[config.mk]
export PLATFORM = sky130hd
export DESIGN_NAME = prog_loader_flat
export DESIGN_NICKNAME = d
export VERILOG_FILES = /design/src/rtl/prog_loader_if.sv /design/src/rtl/prog_loader.sv /design/src/flat_wrapper.sv
export SDC_FILE = /design/constraint.sdc
export NUM_CORES = 1
export LEC_CHECK = 0
export ABC_AREA = 1
export CELL_PAD_IN_SITES_DETAIL_PLACEMENT = 2
export CELL_PAD_IN_SITES_GLOBAL_PLACEMENT = 2
export CORE_MARGIN = 2
export CORE_UTILIZATION = 30
export CTS_CLUSTER_SIZE = 24
export DETAILED_ROUTE_END_ITERATION = 10
export PLACE_DENSITY = 0.95
export SLEW_MARGIN = 0
export SYNTH_ARGS = -nofsm -noshare
export SYNTH_HDL_FRONTEND = slang
export SYNTH_SLANG_ARGS = --single-unit
[constraint.sdc]
create_clock -name clk -period 7.05 [get_ports clk]
set_input_delay 0.705 -clock clk [delete_from_list [all_inputs] [get_ports clk]]
set_output_delay 0.705 -clock clk [all_outputs]
set_load 0.01 [all_outputs]
[src/rtl/prog_loader_if.sv]
// Host/loader bus bundle: program load control, byte stream, instruction-memory
// write port, and the start handoff to fetch. The loader is the slave; the host
// side (driver of load_i and the byte stream) is the master.
interface prog_loader_if;
  logic        load_i;
  logic [15:0] base_addr_i;
  logic        byte_valid_i;
  logic [7:0]  byte_i;
  logic        byte_ready_o;
  logic        imem_we_o;
  logic [15:0] imem_addr_o;
  logic [8:0]  imem_data_o;
  logic        start_o;
  logic [15:0] start_address_o;
  logic        busy_o;
  logic        done_o;
  logic        err_o;

  modport slave (
    input  load_i, base_addr_i, byte_valid_i, byte_i,
    output byte_ready_o, imem_we_o, imem_addr_o, imem_data_o,
           start_o, start_address_o, busy_o, done_o, err_o
  );

  modport master (
    output load_i, base_addr_i, byte_valid_i, byte_i,
    input  byte_ready_o, imem_we_o, imem_addr_o, imem_data_o,
           start_o, start_address_o, busy_o, done_o, err_o
  );
endinterface

[src/rtl/prog_loader.sv]
// Program loader: parses a little-endian byte stream (count, then 9-bit
// instruction words split over two bytes) and writes the words to instruction
// memory starting at a latched base address, then pulses start to fetch.
// A non-zero high byte above bit 0 aborts the load into ERR.
module prog_loader (
  input  logic          clk,
  input  logic          rst_n,
  prog_loader_if.slave  bus
);

  typedef enum logic [3:0] {
    IDLE,
    LEN_LO,
    LEN_HI,
    INS_LO,
    INS_HI,
    WRITE,
    START,
    DONE,
    ERR
  } state_t;

  state_t      state_reg, state_next;
  logic [15:0] idx_reg, idx_next;
  logic [15:0] len_reg, len_next;
  logic [15:0] base_reg, base_next;
  logic [7:0]  lo_reg, lo_next;
  logic        hi_bit_reg, hi_bit_next;

  logic        ready;
  logic        xfer;

  // Bytes are only accepted in the four parsing states.
  assign ready = (state_reg == LEN_LO) || (state_reg == LEN_HI) ||
                 (state_reg == INS_LO) || (state_reg == INS_HI);
  assign xfer  = ready && bus.byte_valid_i;

  // State and datapath registers; reset wins over everything, including a load in flight.
  always_ff @(posedge clk) begin
    if (!rst_n) begin
      state_reg  <= IDLE;
      idx_reg    <= 16'd0;
      len_reg    <= 16'd0;
      base_reg   <= 16'd0;
      lo_reg     <= 8'd0;
      hi_bit_reg <= 1'b0;
    end else begin
      state_reg  <= state_next;
      idx_reg    <= idx_next;
      len_reg    <= len_next;
      base_reg   <= base_next;
      lo_reg     <= lo_next;
      hi_bit_reg <= hi_bit_next;
    end
  end

  // Next-state logic: stalls in place whenever no byte transfers.
  always_comb begin
    state_next  = state_reg;
    idx_next    = idx_reg;
    len_next    = len_reg;
    base_next   = base_reg;
    lo_next     = lo_reg;
    hi_bit_next = hi_bit_reg;
    case (state_reg)
      IDLE, DONE, ERR: begin
        if (bus.load_i) begin
          state_next = LEN_LO;
          idx_next   = 16'd0;
          base_next  = bus.base_addr_i;
        end
      end
      LEN_LO: begin
        if (xfer) begin
          len_next[7:0] = bus.byte_i;
          state_next    = LEN_HI;
        end
      end
      LEN_HI: begin
        if (xfer) begin
          len_next[15:8] = bus.byte_i;
          // An empty program goes straight to the start handoff.
          if ({bus.byte_i, len_reg[7:0]} == 16'd0) begin
            state_next = START;
          end else begin
            state_next = INS_LO;
          end
        end
      end
      INS_LO: begin
        if (xfer) begin
          lo_next    = bus.byte_i;
          state_next = INS_HI;
        end
      end
      INS_HI: begin
        if (xfer) begin
          if (bus.byte_i[7:1] != 7'd0) begin
            state_next = ERR;
          end else begin
            hi_bit_next = bus.byte_i[0];
            state_next  = WRITE;
          end
        end
      end
      WRITE: begin
        idx_next = idx_reg + 16'd1;
        // Compare against N-1 so that N == 0xFFFF never needs a 17-bit index.
        if (idx_reg == len_reg - 16'd1) begin
          state_next = START;
        end else begin
          state_next = INS_LO;
        end
      end
      START: begin
        state_next = DONE;
      end
      default: begin
        state_next = IDLE;
      end
    endcase
  end

  // Outputs decode from state; the address adds in 16 bits so it wraps naturally.
  assign bus.byte_ready_o    = ready;
  assign bus.imem_we_o       = (state_reg == WRITE);
  assign bus.imem_addr_o     = base_reg + idx_reg;
  assign bus.imem_data_o     = {hi_bit_reg, lo_reg};
  assign bus.start_o         = (state_reg == START);
  assign bus.start_address_o = base_reg;
  assign bus.busy_o          = (state_reg != IDLE) && (state_reg != DONE) &&
                               (state_reg != ERR);
  assign bus.done_o          = (state_reg == DONE);
  assign bus.err_o           = (state_reg == ERR);

endmodule

[src/flat_wrapper.sv]
// flat-port wrapper written by rule: the top's interface ports become plain ports
module prog_loader_flat 
  (clk, rst_n, bus_load_i, bus_base_addr_i, bus_byte_valid_i, bus_byte_i, bus_byte_ready_o, bus_imem_we_o, bus_imem_addr_o, bus_imem_data_o, bus_start_o, bus_start_address_o, bus_busy_o, bus_done_o, bus_err_o);
  prog_loader_if bus_i ();
  input  logic clk;
  input  logic rst_n;
  input wire logic [$bits(bus_i.load_i)-1:0] bus_load_i;
  input wire logic [$bits(bus_i.base_addr_i)-1:0] bus_base_addr_i;
  input wire logic [$bits(bus_i.byte_valid_i)-1:0] bus_byte_valid_i;
  input wire logic [$bits(bus_i.byte_i)-1:0] bus_byte_i;
  output wire logic [$bits(bus_i.byte_ready_o)-1:0] bus_byte_ready_o;
  output wire logic [$bits(bus_i.imem_we_o)-1:0] bus_imem_we_o;
  output wire logic [$bits(bus_i.imem_addr_o)-1:0] bus_imem_addr_o;
  output wire logic [$bits(bus_i.imem_data_o)-1:0] bus_imem_data_o;
  output wire logic [$bits(bus_i.start_o)-1:0] bus_start_o;
  output wire logic [$bits(bus_i.start_address_o)-1:0] bus_start_address_o;
  output wire logic [$bits(bus_i.busy_o)-1:0] bus_busy_o;
  output wire logic [$bits(bus_i.done_o)-1:0] bus_done_o;
  output wire logic [$bits(bus_i.err_o)-1:0] bus_err_o;
  assign bus_i.load_i = bus_load_i;
  assign bus_i.base_addr_i = bus_base_addr_i;
  assign bus_i.byte_valid_i = bus_byte_valid_i;
  assign bus_i.byte_i = bus_byte_i;
  assign bus_byte_ready_o = bus_i.byte_ready_o;
  assign bus_imem_we_o = bus_i.imem_we_o;
  assign bus_imem_addr_o = bus_i.imem_addr_o;
  assign bus_imem_data_o = bus_i.imem_data_o;
  assign bus_start_o = bus_i.start_o;
  assign bus_start_address_o = bus_i.start_address_o;
  assign bus_busy_o = bus_i.busy_o;
  assign bus_done_o = bus_i.done_o;
  assign bus_err_o = bus_i.err_o;
  prog_loader u_core (.clk(clk), .rst_n(rst_n), .bus(bus_i));
endmodule
==> metrics, run 1 <==
count of routing violations after the opening detailed-route iteration=105; critical path's top delay family=compound AO/OA/AOI/OAI gates; average size of a mapped cell=6.73 um2; Worst Skew=0.00726 ns; total number of vias=4167; number of antenna violations at the first check in global routing=0; top post-synthesis cells by area=dfxtp_1, nand2_1, nor2_1, a21oi_1, o21ai_0; CP required=6.34 ns; clock root buffer master=clkbuf_16; TritonCTS Buffers=9; worst hold path class=flip-flop to flip-flop; largest family of logic cells by synthesized area=simple AND/OR/NAND/NOR gates; area of the die=13500 um2; post-synth design cell area=3780 um2; Worst Path Buf+Inv=3; critical path launch point type=flip-flop; post-synthesis cell type count=39; result of the run=completed; final period demand of the worst path=4.18 ns; final-report hold violation count=0; post-layout worst setup margin=2.87 ns; Max clock buf depth=2; number of warnings issued by yosys=0; Routed Wire Length=14800 um; starting density of the core=30.3%; count of mapped cells out of synthesis=562; Pwr per Cell Area=353 nW/um2; count of endpoints failing setup in the final report=0; Synth area leader=dfxtp_1; number of sinks driven by the clock tree=61; dominant cell type by count on the critical path=nand2_1; number of synthesized flops with an enable pin=0; part of the power in registers=25.8%; cells along the critical path=ha_1 -> inv_1 -> fa_1 -> o21ai_0 -> nand2_1 -> nand2_1 -> a21oi_1 -> o21ai_0 -> nand2_1 -> nand2_1 -> a21oi_1 -> inv_1 -> nand2_1 -> nand2_1 -> clkdlybuf4s50_1; I/O pin count=75; layout-stage area growth over the synthesis result=32.9%; DRC violation count after routing=0; share of power burned in combinational logic=44.9%; sw frac=39.9%; core region area=12500 um2; Post-CTS Setup Bufs=0; highest net fanout along the worst path=6; post-synthesis net count=608; site row count=41; cells resized by post-CTS repair=0; CP Capture Type=output port; vias in the first global route=4817; RePlAce Congestion=0.850; Total Nets Final=680; layout cells sized above 1=4.38%; leak pwr=2.11 nW; sequential element share of the synthesized area=32.3%; mux contribution to synthesized area=0%; top-area cell type share of the netlist area=32.3%; Setup WS pre-CTS=3.39 ns; average wire per standard cell=18.2 um; adder and majority gate portion of the synthesized area=6.15%; fraction of the mapped netlist area in compound gates=17.4%; Detailed Routing Iterations Pass 1=4; antenna-violating nets left=0; remaining global-route overflow=0; worst-case vdd ir drop=0.000155 V; overall global routing resource usage=23.1%; clock transition time at the flip-flop clock pins of the worst setup and hold paths=0.06 ns; Internal Dissipation=0.00107 W; Clock Latency Late Sink=0.34 ns; number of maximum-capacitance violations=0; TritonCTS clock tree=built; part of the cycle the worst path needs=59.3%; pin count of the biggest net entering global routing=39; share of synthesized cell area in and, or, nand and nor gates=29.5%; count of port buffers added during placement=74; unrepaired setup endpoints after global routing=no; worst slew margin relative to its limit=43.2%; switching power summed over all nets=0.000706 W; first-pass GRT wire length=24000 um; die extent in x=116 um; biggest cell delay along the critical path=0.53 ns; post-DP HPWL=11000 um; type of the worst setup path=flip-flop to output port; FMAX=239 MHz; cts-stage hold buffer count=0; maximum level of the CTS H-tree=3; number of antenna repair diodes=0; post-route setup TNS=0 ns; Slew Limit Fails=0; transition time at the pin with the least slew margin=0.847 ns; portion of total power attributed to the clock network=29.3%; top flip-flop cell by instance count after synthesis=dfxtp_1; FF+latch count, synth=61; standard cell with the maximum stage delay on the critical path=clkdlybuf4s50_1; Synth Area in XOR/XNOR=6.95%; routed vias/inst=5.14; chip height=116 um; Synth async-reset ratio=0%; WP data arrival=3.47 ns
==> logic make-up after synthesis <==
group                    Yosys count
AND/OR/NAND/NOR                  258
buffers and inverters             75
XOR/XNOR                          30
AO/OA/AOI/OAI                    120
adder cells (fa/ha/maj)           18
flip-flops                        61
==> layer usage <==
layer	share of wire, %	up-vias	GRT usage, %	wire length, um
li1	-	2012	-	-
met1	41	2021	24.1	6000
met2	53	102	44.6	7860
met3	3.7	32	4.77	541
met4	2.4	0	9.37	361
met5	0	-	0	0
==> Yosys cell counts, types with 2 or more instances <==
cell	number
xor2_1	16
xnor2_1	14
a21oi_1	53
a211oi_1	6
o21ai_0	48
nor4_1	2
clkbuf_1	9
clkinv_1	2
buf_2	4
nor3_2	2
nand2_1	100
nor3_1	8
nor2_2	2
nand3_1	38
nand3b_1	2
nor2_1	88
a221oi_1	2
dfxtp_1	61
ha_1	17
inv_1	59
nand4_1	6
o2111ai_1	2
or2_2	3
and3_1	3
==> layout by cell type, fill, tap and decap left out, drive strengths merged <==
cell type,netlist,routed
a2111o,1,1
a211oi,6,6
a21boi,1,1
a21o,1,1
a21oi,53,53
a221oi,2,2
a22oi,1,1
a311oi,1,1
a31o,1,1
a31oi,1,1
and3,3,3
buf,5,1
bufinv,0,3
clkbuf,9,12
clkdlybuf4s50,0,74
clkinv,2,3
dfxtp,61,61
fa,1,1
ha,17,17
inv,59,59
nand2,101,101
nand3,38,38
nand3b,2,2
nand4,7,7
nor2,91,91
nor3,11,11
nor4,2,2
o2111ai,2,2
o21ai,49,49
o22ai,1,1
or2,3,3
xnor2,14,14
xor2,16,16
==> cell type report <==
class                           count  area [um2]
Multi-Input combinational cell    426        2270
Fill cell                        1475        7440
Timing Repair Buffer               75         748
Clock buffer                       12         246
Tap cell                          172         215
Inverter                           61         229
Sequential cell                    61        1220
Clock inverter                      4        95.1
==> worst register-to-register path: cells and delay by family (launching register included) <==
kind / cells / cell delay (ns)
AOI/OAI and AO/OA: 2 / 0.53
and+or+nand+nor: 4 / 0.95
buffers and inverters: 1 / 0.83
DFF: 1 / 0.45
==> metrics by stage <==
stage,hold WS [ns],cells,power (W),utilization (%),cell area (um2)
floorplan,0.467,562,0.000924,-,3780
global placement,0.453,795,0.00119,37.6,4680
detailed placement,0.467,795,0.00126,37.6,4680
CTS,0.478,811,0.00179,40.3,5030
global route,0.517,811,0.00191,40.3,5030
finish,0.471,811,0.00177,40.3,5030
==> power by group through the flow <==
stage / clock [W] / sequential [W] / combinational [W]
floorplan: 0 / 0.000461 / 0.000463
global placement: 0 / 0.000458 / 0.000734
detailed placement: 0 / 0.000464 / 0.000792
CTS: 0.000529 / 0.000459 / 0.000806
global route: 0.000545 / 0.000466 / 0.000895
finish: 0.000520 / 0.000457 / 0.000795
==> final timing paths <==
path / slack (ns) / cells after the start / end / start
hold / removal: 0.47 / 2 / u_core.lo_reg[2] / u_core.lo_reg[2]
setup reg to reg: 4.16 / 7 / u_core.bus.start_address_o[1] / u_core.state_reg[0]
setup / recovery: 2.87 / 15 / bus_imem_addr_o[10] / u_core.idx_reg[0]
hold reg to reg: 0.47 / 2 / u_core.lo_reg[2] / u_core.lo_reg[2]
Power figures use the tool's default switching activity.
==> run 2: changes to the inputs <==
- CORE_UTILIZATION: 30 -> 28
- PLACE_DENSITY: 0.95 -> 0.91
- clock period: 7.05 -> 3.9 ns (I/O delays scaled with it)
==> run 2 against run 1 <==
Net effect: first-iteration DRC count increased by 2.9%; clock-buffer cell count increased by 1; total power increased by 74%.
==> metrics, run 2 (synthesis gave the netlist of run 1 again) <==
result of the run=completed; average wire per standard cell=17.0 um (-6.7%); die extent in x=120 um (+3.4%); number of sinks driven by the clock tree=61 (unchanged); unrepaired setup endpoints after global routing=no; number of antenna repair diodes=0 (unchanged); Routed Wire Length=13900 um (-6.1%); count of non-filler cells in the finished layout=816 (+0.62%); RePlAce Congestion=0.846 (-0.48%); post-DP HPWL=10900 um (-0.64%); pin count of the biggest net entering global routing=39 (unchanged); worst-case vdd ir drop=0.000181 V (+17%); first-pass GRT wire length=23400 um (-2.7%); highest net fanout along the worst path=6 (unchanged); Worst Skew=0.00519 ns (-0.00207 ns); number of antenna violations at the first check in global routing=0 (unchanged); layout cells sized above 1=4.69% (+0.31 points); portion of total power attributed to the clock network=27.2% (-2.1 points); share of power burned in combinational logic=46.0% (+1.1 points); most frequent cells in the layout=nand2_1, nor2_1, clkdlybuf4s50_1, dfxtp_1, inv_1; TritonCTS clock tree=built; standard cell with the maximum stage delay on the critical path=clkdlybuf4s50_1; Max clock buf depth=2 (unchanged); leak pwr=2.09 nW (-0.52%); count of endpoints failing setup in the final report=0 (unchanged); antenna-violating nets left=0 (unchanged); count of port buffers added during placement=74 (unchanged); vias in the first global route=4628 (-3.9%); FMAX=280 MHz; final period demand of the worst path=3.57 ns; WP data arrival=3.18 ns (-0.29 ns); site row count=42 (+2.4%); part of the power in registers=26.7% (+0.9 points); routed vias/inst=5.02 (-2.3%); worst slew margin relative to its limit=45.3% (+2.1 points); Pwr per Cell Area=616 nW/um2 (+75%); remaining global-route overflow=0 (unchanged); area of the die=14500 um2 (+6.9%); dpl cells=800 (+0.63%); chip height=120 um (+3.4%); core region area=13200 um2 (+6.2%); Internal Dissipation=0.00183 W (+72%); DRC violation count after routing=0 (unchanged); count of routing violations after the opening detailed-route iteration=108 (+2.9%); starting density of the core=28.6% (-1.8 points); minimum hold slack=0.476 ns (+0.00567 ns); part of the cycle the worst path needs=91.6%; clock transition time at the flip-flop clock pins of the worst setup and hold paths=0.05 ns (about the same); worst hold path class=flip-flop to flip-flop; final-report hold violation count=0 (unchanged); Total Nets Final=681 (+0.15%); critical path launch point type=flip-flop; biggest cell delay along the critical path=0.53 ns (about the same); Clock Latency Late Sink=0.35 ns (about the same); overall global routing resource usage=20.5% (-2.6 points); TritonCTS Buffers=9 (unchanged); dominant cell type by count on the critical path=nand2_1; I/O pin count=75 (unchanged); final cell utilization of the core=37.8% (-2.5 points); type of the worst setup path=flip-flop to output port; switching power summed over all nets=0.00125 W (+77%); total number of vias=4095 (-1.7%); maximum level of the CTS H-tree=3 (unchanged); CP Capture Type=output port; clock root buffer master=clkbuf_16; Detailed Routing Iterations Pass 1=4 (unchanged); post-route setup TNS=0 ns (unchanged); transition time at the pin with the least slew margin=0.816 ns (-0.0318 ns); cells along the critical path=ha_1 -> inv_1 -> fa_1 -> o21ai_1 -> nand2_1 -> nand2_1 -> a21oi_1 -> o21ai_0 -> nand2_1 -> nand2_1 -> a21oi_1 -> inv_1 -> nand2_1 -> nand2_1 -> clkdlybuf4s50_1; most common cell after layout, fill and taps aside=nand2_1; CP required=3.51 ns (-2.83 ns); layout-stage area growth over the synthesis result=32.5%; sw frac=40.6% (+0.68 points); number of maximum-capacitance violations=0 (unchanged); Slew Limit Fails=0 (unchanged)
[run 2: cell count changes in the layout (fill, tap and decap cells not counted)]
cell	change
clkbuf_1	-1
clkbuf_8	+2
o21ai_0	-1
bufinv_16	-2
buf_4	+1
clkinvlp_4	+1
o21ai_1	+1
[run 2: critical path: cells and delay by family (launching register included)]
family / cells / cell delay (ns)
adder cells (fa/ha/maj): 2 / 0.62
AND/OR/NAND/NOR: 6 / 0.40
AO/OA/AOI/OAI: 4 / 0.70
flip-flops: 1 / 0.44
buffers and inverters: 3 / 0.67
[run 2: area by class of cell]
cell class | instances | area, um2
multi-input cells | 426 | 2270
inverters | 61 | 229
clock buffers | 13 | 270
clock inverters | 3 | 42.5
repair buffers | 76 | 756
flip-flops and latches | 61 | 1220
well taps | 176 | 220
fillers | 1604 | 8230
[run 2: through the flow]
step / power (W) / setup WS, ns / area, um2
3_3_place_gp: 0.00217 / 0.715 / 4700
2_1_floorplan: 0.00167 / 1.40 / 3780
6_report: 0.00309 / 0.329 / 5010
4_1_cts: 0.00313 / 0.185 / 5010
3_5_place_dp: 0.00227 / 0.576 / 4700
5_1_grt: 0.00334 / 0.0534 / 5010
[run 2: repair_timing]
action / in CTS / in global routing
hold buffers: 0 / 0
gates resized for setup: 0 / 1
endpoints found under the setup margin: 0 / 1
buffers inserted: 0 / 0
[run 2: metal layers]
metal | vias up | global-route usage, % | routed length (um)
met4 | 0 | 7.49 | 265
met3 | 18 | 2.97 | 435
met5 | - | 0 | 0
met1 | 1978 | 23.5 | 6000
met2 | 84 | 38.4 | 7160
li1 | 2015 | - | -
[run 2: power by group through the flow]
stage | combinational [W] | clock (W) | sequential (W)
6_report | 0.00142 | 0.000840 | 0.000825
5_1_grt | 0.00161 | 0.000892 | 0.000844
4_1_cts | 0.00144 | 0.000859 | 0.000827
3_5_place_dp | 0.00143 | 0 | 0.000841
3_3_place_gp | 0.00134 | 0 | 0.000830
2_1_floorplan | 0.000837 | 0 | 0.000834
[run 2: worst paths after layout]
path	startpoint	end	cells past startpoint	slack, ns
worst min register to register	u_core.lo_reg[5]	u_core.lo_reg[5]	2	0.48
worst max-delay path	u_core.idx_reg[0]	bus_imem_addr_o[10]	15	0.33
worst min-delay path	u_core.lo_reg[5]	u_core.lo_reg[5]	2	0.48
worst max register to register	u_core.state_reg[0]	u_core.bus.start_address_o[1]	8	1.40
==> run 3: changes to the inputs <==
- CAP_MARGIN: default -> 20
==> results of run 3 <==
No change in the layout: final DEF, timing and power equal those of run 2.
